===== config.mk =====
export PLATFORM = sky130hd
export DESIGN_NAME = rf_wb_arbiter
export DESIGN_NICKNAME = d
export VERILOG_FILES = /design/src/rtl/rf_wb_arbiter.sv
export SDC_FILE = /design/constraint.sdc
export NUM_CORES = 1
export LEC_CHECK = 0
export CORE_ASPECT_RATIO = 1.5
export CORE_MARGIN = 1.5
export CORE_UTILIZATION = 44
export CTS_CLUSTER_DIAMETER = 40
export DETAILED_ROUTE_END_ITERATION = 16
export PLACE_DENSITY = 0.86
export SYNTH_ARGS = -nofsm -noshare
export SYNTH_HDL_FRONTEND = slang
export SYNTH_SLANG_ARGS = --single-unit

===== constraint.sdc =====
create_clock -name clock -period 5.8 [get_ports clock]
set_input_delay 0.58 -clock clock [delete_from_list [all_inputs] [get_ports clock]]
set_output_delay 0.58 -clock clock [all_outputs]
set_load 0.01 [all_outputs]

===== src/rtl/rf_wb_arbiter.sv =====
// Round-robin arbiter for the single register-file write port shared by ALU and
// load writebacks, with a pending-load scoreboard that raises issue hazards.
module rf_wb_arbiter #(
    parameter int N_REGS = 16,
    parameter int ID_W   = 5,
    parameter int WORD_W = 32
) (
    input  logic              clock,
    input  logic              reset,
    input  logic              ex_valid,
    input  logic [ID_W-1:0]   ex_rd,
    input  logic [WORD_W-1:0] ex_wdata,
    output logic              ex_ready,
    input  logic              ld_valid,
    input  logic [ID_W-1:0]   ld_rd,
    input  logic [WORD_W-1:0] ld_wdata,
    output logic              ld_ready,
    input  logic              issue_valid,
    input  logic              issue_is_load,
    input  logic [ID_W-1:0]   issue_rd,
    input  logic [ID_W-1:0]   rs1,
    input  logic [ID_W-1:0]   rs2,
    output logic              hazard,
    output logic              rf_wen,
    output logic [ID_W-1:0]   rf_rd,
    output logic [WORD_W-1:0] rf_wdata,
    output logic [N_REGS-1:0] busy
);

    typedef enum logic {
        GRANT_EX = 1'b0,
        GRANT_LD = 1'b1
    } grant_e;

    localparam logic [ID_W:0] N_REGS_X = (ID_W+1)'(N_REGS);

    grant_e              r_last_grant;
    logic [N_REGS-1:0]   r_busy;
    logic                r_rf_wen;
    logic [ID_W-1:0]     r_rf_rd;
    logic [WORD_W-1:0]   r_rf_wdata;

    logic                w_ex_gnt;
    logic                w_ld_gnt;
    logic                w_set_busy;
    logic [N_REGS-1:0]   w_busy_nxt;
    logic [ID_W-1:0]     w_gnt_rd;
    logic [WORD_W-1:0]   w_gnt_wdata;

    // Index 0 is hardwired and indices past the register file do not exist.
    function automatic logic is_writable(input logic [ID_W-1:0] idx);
        return (idx != '0) && ({1'b0, idx} < N_REGS_X);
    endfunction

    function automatic logic busy_lookup(input logic [N_REGS-1:0] vec,
                                         input logic [ID_W-1:0]   idx);
        logic hit;
        hit = 1'b0;
        for (int i = 1; i < N_REGS; i++) begin
            if (idx == ID_W'(i)) hit = vec[i];
        end
        return hit;
    endfunction

    // On contention the side that did not win last time gets the port.
    assign w_ex_gnt = !reset && ex_valid && (!ld_valid || r_last_grant == GRANT_LD);
    assign w_ld_gnt = !reset && ld_valid && (!ex_valid || r_last_grant == GRANT_EX);
    assign ex_ready = w_ex_gnt;
    assign ld_ready = w_ld_gnt;

    assign w_gnt_rd    = w_ld_gnt ? ld_rd    : ex_rd;
    assign w_gnt_wdata = w_ld_gnt ? ld_wdata : ex_wdata;

    // No bypass: hazard looks at the registered scoreboard only.
    assign hazard = issue_valid && (busy_lookup(r_busy, rs1) ||
                                    busy_lookup(r_busy, rs2) ||
                                    busy_lookup(r_busy, issue_rd));

    assign w_set_busy = issue_valid && issue_is_load && !hazard && is_writable(issue_rd);

    // NOTE: the next value is seeded with the current one before any branch, so no
    // path leaves a bit unassigned and no latch is inferred.
    always_comb begin
        w_busy_nxt = r_busy;
        for (int i = 1; i < N_REGS; i++) begin
            if (w_ld_gnt && ld_rd == ID_W'(i))        w_busy_nxt[i] = 1'b0;
            if (w_set_busy && issue_rd == ID_W'(i))   w_busy_nxt[i] = 1'b1;
        end
        w_busy_nxt[0] = 1'b0;
    end

    // NOTE: state updates use non-blocking assignments so every register samples
    // the pre-edge values regardless of statement order.
    always_ff @(posedge clock) begin
        if (reset) begin
            r_last_grant <= GRANT_LD;
            r_busy       <= '0;
            r_rf_wen     <= 1'b0;
            r_rf_rd      <= '0;
            r_rf_wdata   <= '0;
        end else begin
            r_busy <= w_busy_nxt;
            if (w_ex_gnt || w_ld_gnt) begin
                r_last_grant <= w_ld_gnt ? GRANT_LD : GRANT_EX;
                r_rf_rd      <= w_gnt_rd;
                r_rf_wdata   <= w_gnt_wdata;
                r_rf_wen     <= is_writable(w_gnt_rd);
            end else begin
                r_rf_wen <= 1'b0;
            end
        end
    end

    assign rf_wen   = r_rf_wen;
    assign rf_rd    = r_rf_rd;
    assign rf_wdata = r_rf_wdata;
    assign busy     = r_busy;

endmodule

=== Word-level counts from Yosys, hierarchy flattened ===
Cells that the tools add are included.

* Reductions and logical operators: 67
* $lt $le $gt $ge: 2
* Bitwise logic cells: 2
* Equal/unequal tests: 60
* Mux-type cells: 78

{| class="wikitable"
|+ Operator list
! kind !! count
|-
| $eq A5 B4 Y1 const B || 32
|-
| $eq A5 B3 Y1 const B || 16
|-
| $mux W1 || 76
|-
| $eq A5 B2 Y1 const B || 8
|-
| $logic_and A1 B1 Y1 || 40
|-
| $mux W32 || 1
|-
| $reduce_bool A2 Y1 || 15
|-
| $eq A5 B1 Y1 const B || 4
|-
| $lt A5 B5 Y1 const B || 2
|-
| $reduce_bool A5 Y1 || 2
|-
| $logic_or A1 B1 Y1 || 5
|-
| $mux W5 || 1
|-
| $logic_not A1 Y1 || 4
|-
| $not A1 Y1 || 2
|-
| $reduce_or A2 Y1 || 1
|}

* Register bits after elaboration: 55
* Output and inout port bits: 57
* Input bits: 95
* Word-level logic and storage cells: 229

=== Depth between registers and ports, before layout ===
* Depth after elaboration: 24
* Gate-level depth with buffers: 9
* Depth with buffers taken out: 6

=== Worst setup path before layout ===
No wires, ideal clock.

* Kind: in2out
* Start: input port issue_rd[0]
* End: output port hazard
* Slack: 3.095 ns
* Cell stages on the path: 7
* Data required time: 5.220 ns
* Path buffers: 2
* Data arrival time: 2.125 ns
* Cells stage by stage: buf_2 -> mux2_2 -> a221oi_1 -> o32ai_1 -> a21oi_2 -> buf_4 -> o21a_1

* Cells in the longest elaborated chain, start to end: 18
* Elaborated cells on any way between the ends: 32

{| class="wikitable"
|+ Ends and longest elaborated chain
! element !! RTL line !! text
|-
| start: declaration || 20 || <nowiki>input logic [ID_W-1:0] issue_rd,</nowiki>
|-
| $eq A5 B1 Y1 || 60 || <nowiki>if (idx == ID_W'(i)) hit = vec[i];</nowiki>
|-
| $mux W1 (14 in a row) || 60 ||
|-
| $mux W1 * || 60 ||
|-
| $logic_or A1 B1 Y1 * || 76 || <nowiki>busy_lookup(r_busy, rs2) ||</nowiki>
|-
| $logic_and A1 B1 Y1 * || 75 || <nowiki>assign hazard = issue_valid && (busy_lookup(r_busy, rs1) ||</nowiki>
|-
| end: declaration || 23 || <nowiki>output logic hazard,</nowiki>
|}

Every way passes the cells marked *; elsewhere a longest branch is shown, timed or not.

=== Worst setup path after layout ===
Ends and elaborated chain as after synthesis.

==> metrics.json <==
{
  "final-max-slew-violation-count": {"value": 0},
  "area_share_of_fa_ha_maj_cells_after_synthesis": {"value": 0},
  "first_pass_iters": {"value": 4},
  "critPathRequiredTime": {"value": 5220, "unit": "ps"},
  "drtAntennaViolNets": {"value": 0},
  "number_of_setup_buffers_added_after_cts": {"value": 0},
  "final_hold_viol_count": {"value": 0},
  "final_net_count": {"value": 591},
  "grtUsageTotal": {"value": 0.266},
  "slew_headroom": {"value": 0.377},
  "die_y": {"value": 107, "unit": "um"},
  "worst-slew-pin-transition": {"value": 935, "unit": "ps"},
  "io_pins": {"value": 152},
  "p_leak": {"value": 1.64, "unit": "nW"},
  "timing.fmax": {"value": 229, "unit": "MHz"},
  "status": {"value": "completed"},
  "final_core_util": {"value": 0.683},
  "synth-compound-area-share": {"value": 0.217},
  "clock_power_share": {"value": 0.250},
  "area_of_the_mapped_netlist": {"value": 0.00316, "unit": "mm2"},
  "unrepaired_setup_endpoints_after_global_routing": {"value": "false"},
  "initialDrtViolationCount": {"value": 203},
  "cts_repair_resize_count": {"value": 0},
  "clock-root-buffer": {"value": "sky130_fd_sc_hd__clkbuf_8"},
  "most_frequent_cell_after_synthesis": {"value": "sky130_fd_sc_hd__dfxtp_1"},
  "worstSetupEndpointType": {"value": "primary output"},
  "overflow_left_after_global_routing": {"value": 0},
  "crit_fanout": {"value": 19},
  "reg2reg_depth": {"value": 6},
  "setup.worst_path.class": {"value": "in2out"},
  "async_flop_share": {"value": 0},
  "detail_route.vias_per_cell": {"value": 5.89},
  "wirelength": {"value": 10100, "unit": "um"},
  "cts_buf_count": {"value": 5},
  "synth.yosys.warnings": {"value": 0},
  "xor_xnor_cell_area_share_of_the_yosys_netlist": {"value": 0},
  "crit_chain": {"value": "clkdlybuf4s50_1, mux2_2, a221oi_1, o32ai_1, a21oi_2, o21a_1, clkdlybuf4s50_1"},
  "area_leader_netlist": {"value": "sky130_fd_sc_hd__dfxtp_1"},
  "share_of_post_route_cells_with_drive_strength_above_1": {"value": 0.0664},
  "synthTopCellsByArea": {"value": "sky130_fd_sc_hd__dfxtp_1 (34%), sky130_fd_sc_hd__mux2i_1 (13%), sky130_fd_sc_hd__a211oi_1 (8.8%), sky130_fd_sc_hd__nor2_1 (5.6%), sky130_fd_sc_hd__nand2_1 (4.4%)"},
  "sw_frac": {"value": 0.269},
  "antenna_found_initial": {"value": 0},
  "critPathLaunchType": {"value": "input port"},
  "syn-num-nets": {"value": 466},
  "cellInternalPower": {"value": 0.623, "unit": "mW"},
  "synthDominantCellAreaShare": {"value": 0.342},
  "insertedDiodeCount": {"value": 0},
  "cts-root-to-sink-buffers": {"value": 2},
  "final-setup-viol-count": {"value": 0},
  "timing.hold.worst.class": {"value": "reg2reg"},
  "final.min_clock_period": {"value": 4370, "unit": "ps"},
  "holdWs": {"value": 512, "unit": "ps"},
  "seq_area_frac_synth": {"value": 0.342},
  "power_frac_seq": {"value": 0.476},
  "critical_path_arrival": {"value": 3790, "unit": "ps"},
  "hold_path_depth": {"value": 2},
  "post_detailed_route_drc_marker_count": {"value": 0},
  "combinational_family_with_the_most_area_after_synthesis": {"value": "compound AO/OA/AOI/OAI gates"},
  "place.port_buffers": {"value": 150},
  "floorplan.die_area": {"value": 0.00772, "unit": "mm2"},
  "post_drt_wl_per_cell": {"value": 17.5, "unit": "um"},
  "cts_max_level": {"value": 2},
  "gp_congestion": {"value": 0.938},
  "detailedPlace.worstSlack": {"value": 1490, "unit": "ps"},
  "yosys_most_used_dff": {"value": "sky130_fd_sc_hd__dfxtp_1"},
  "grt_start_max_net_pins": {"value": 42},
  "cts-hold-fix-buffers": {"value": 0},
  "commonest_cells_in_the_synthesized_netlist": {"value": "sky130_fd_sc_hd__dfxtp_1 (54), sky130_fd_sc_hd__nor2_1 (47), sky130_fd_sc_hd__mux2i_1 (41), sky130_fd_sc_hd__a211oi_1 (37), sky130_fd_sc_hd__nand2_1 (37)"},
  "post_synth_num_cell_types": {"value": 54},
  "gate_power_share": {"value": 0.274},
  "cp_slowest_stage_delay": {"value": 850, "unit": "ps"},
  "placement_rows": {"value": 37},
  "layout-area-overhead-vs-synth": {"value": 49.0, "unit": "%"},
  "synth-edff-count": {"value": 0},
  "worst_path_most_repeated_cell": {"value": "sky130_fd_sc_hd__clkdlybuf4s50_1"},
  "cap_violations": {"value": 0},
  "netSwitchingPower": {"value": 0.230, "unit": "mW"},
  "timing.final.ws_setup": {"value": 1430, "unit": "ps"},
  "setup_tns": {"value": 0, "unit": "ps"},
  "finClkSkew": {"value": 8.68, "unit": "ps"},
  "netlist_instances": {"value": 371},
  "muxShareOfSynthArea": {"value": 0.166},
  "worstSkewPairLatency": {"value": 310, "unit": "ps"},
  "grt_first_pass_wirelength": {"value": 16400, "unit": "um"},
  "power.ir.vdd_worst": {"value": 155, "unit": "uV"},
  "initial_utilization": {"value": 0.459},
  "die-width": {"value": 72.2, "unit": "um"},
  "post_synth.cell_area_avg": {"value": 8.53, "unit": "um2"},
  "first_global_vias": {"value": 3372},
  "critical-path-slowest-cell": {"value": "sky130_fd_sc_hd__clkdlybuf4s50_1"},
  "power": {"value": 0.853, "unit": "mW"},
  "powerDensity": {"value": 181, "unit": "mW/mm2"},
  "dr_total_vias": {"value": 3388},
  "path_clk_slew": {"value": 80, "unit": "ps"},
  "post_route_fraction_of_the_period_consumed_by_the_critical_path": {"value": 0.754},
  "post_synthesis_share_of_cell_area_spent_on_and_or_nand_and_nor_gates": {"value": 0.212},
  "place.detailed.hpwl": {"value": 7540, "unit": "um"},
  "ys_ff_latch": {"value": 54},
  "cts_tree": {"value": "built"},
  "fp.coreArea": {"value": 0.00690, "unit": "mm2"},
  "numClockSinks": {"value": 54}
}
==> registers in the layout (all words and copies together), names as in the netlist <==
| register | count |
|---|---|
| busy | 15 |
| r_last_grant | 1 |
| rf_rd | 5 |
| rf_wdata | 32 |
| rf_wen | 1 |
==> metal layers <==
layer  vias up  routed length (um)  global-route usage
met3        21                 890              0.0724
met2       181                5220               0.474
li1       1604                   -                   -
met5         -                   0                   0
met1      1582                3720               0.295
met4         0                 245              0.0984
==> cell usage in the layout (no fill, tap or decap), types with 5 or more instances in the layout <==
cell / count
sky130_fd_sc_hd__clkdlybuf4s50_1: 150
sky130_fd_sc_hd__dfxtp_1: 54
sky130_fd_sc_hd__nor2_1: 47
sky130_fd_sc_hd__mux2i_1: 41
sky130_fd_sc_hd__nand2_1: 37
sky130_fd_sc_hd__a211oi_1: 37
sky130_fd_sc_hd__nand3_1: 20
sky130_fd_sc_hd__o31ai_1: 8
sky130_fd_sc_hd__o31ai_2: 8
sky130_fd_sc_hd__inv_1: 7
sky130_fd_sc_hd__nor3_1: 6
sky130_fd_sc_hd__clkbuf_8: 6
sky130_fd_sc_hd__o21ai_0: 5
sky130_fd_sc_hd__nand2b_1: 5
sky130_fd_sc_hd__nor2b_1: 5
sky130_fd_sc_hd__a21oi_1: 5
==> power groups by stage <==
stage | Combinational, mW | Clock [mW] | Sequential, mW
after detailed placement | 0.232 | 0 | 0.414
after global routing | 0.252 | 0.232 | 0.409
after floorplan | 0.0942 | 0 | 0.424
after global placement | 0.227 | 0 | 0.414
final | 0.234 | 0.213 | 0.406
after CTS | 0.234 | 0.218 | 0.406
==> worst paths after layout <==
kind                             startpoint                   endpoint  slack [ps]
setup reg to reg       busy[5]$_SDFFE_PP0P_      busy[14]$_SDFFE_PP0P_        3420
hold reg to reg   r_last_grant$_SDFFE_PP1N_  r_last_grant$_SDFFE_PP1N_         510
setup / recovery                issue_rd[0]                     hazard        1430
hold / removal    r_last_grant$_SDFFE_PP1N_  r_last_grant$_SDFFE_PP1N_         510
==> area by class of cell <==
type | instances | area, um2
multi-input cells | 275 | 1890
fillers | 544 | 2180
flip-flops and latches | 54 | 1080
clock buffers | 7 | 86.3
repair buffers | 153 | 1520
clock inverters | 1 | 5.00
well taps | 78 | 97.6
inverters | 7 | 26.3
==> stage by stage <==
| step | cells | cell area [um2] |
|---|---|---|
| global route | 575 | 4710 |
| finish | 575 | 4710 |
| detailed placement | 567 | 4620 |
| CTS | 575 | 4710 |
| floorplan | 371 | 3160 |
| global placement | 567 | 4620 |
==> critical path: cells and delay by family <==
family	cells	cell delay (ps)
AOI/OAI and AO/OA	4	1430
muxes	1	400
buffers and inverters	2	1380
==> cells by family after synthesis <==
logic type             Yosys count
muxes                           48
DFF                             54
buffers and inverters           42
other                            1
AOI/OAI and AO/OA               85
and+or+nand+nor                141
Note: power is estimated with default switching activity, not from simulation.
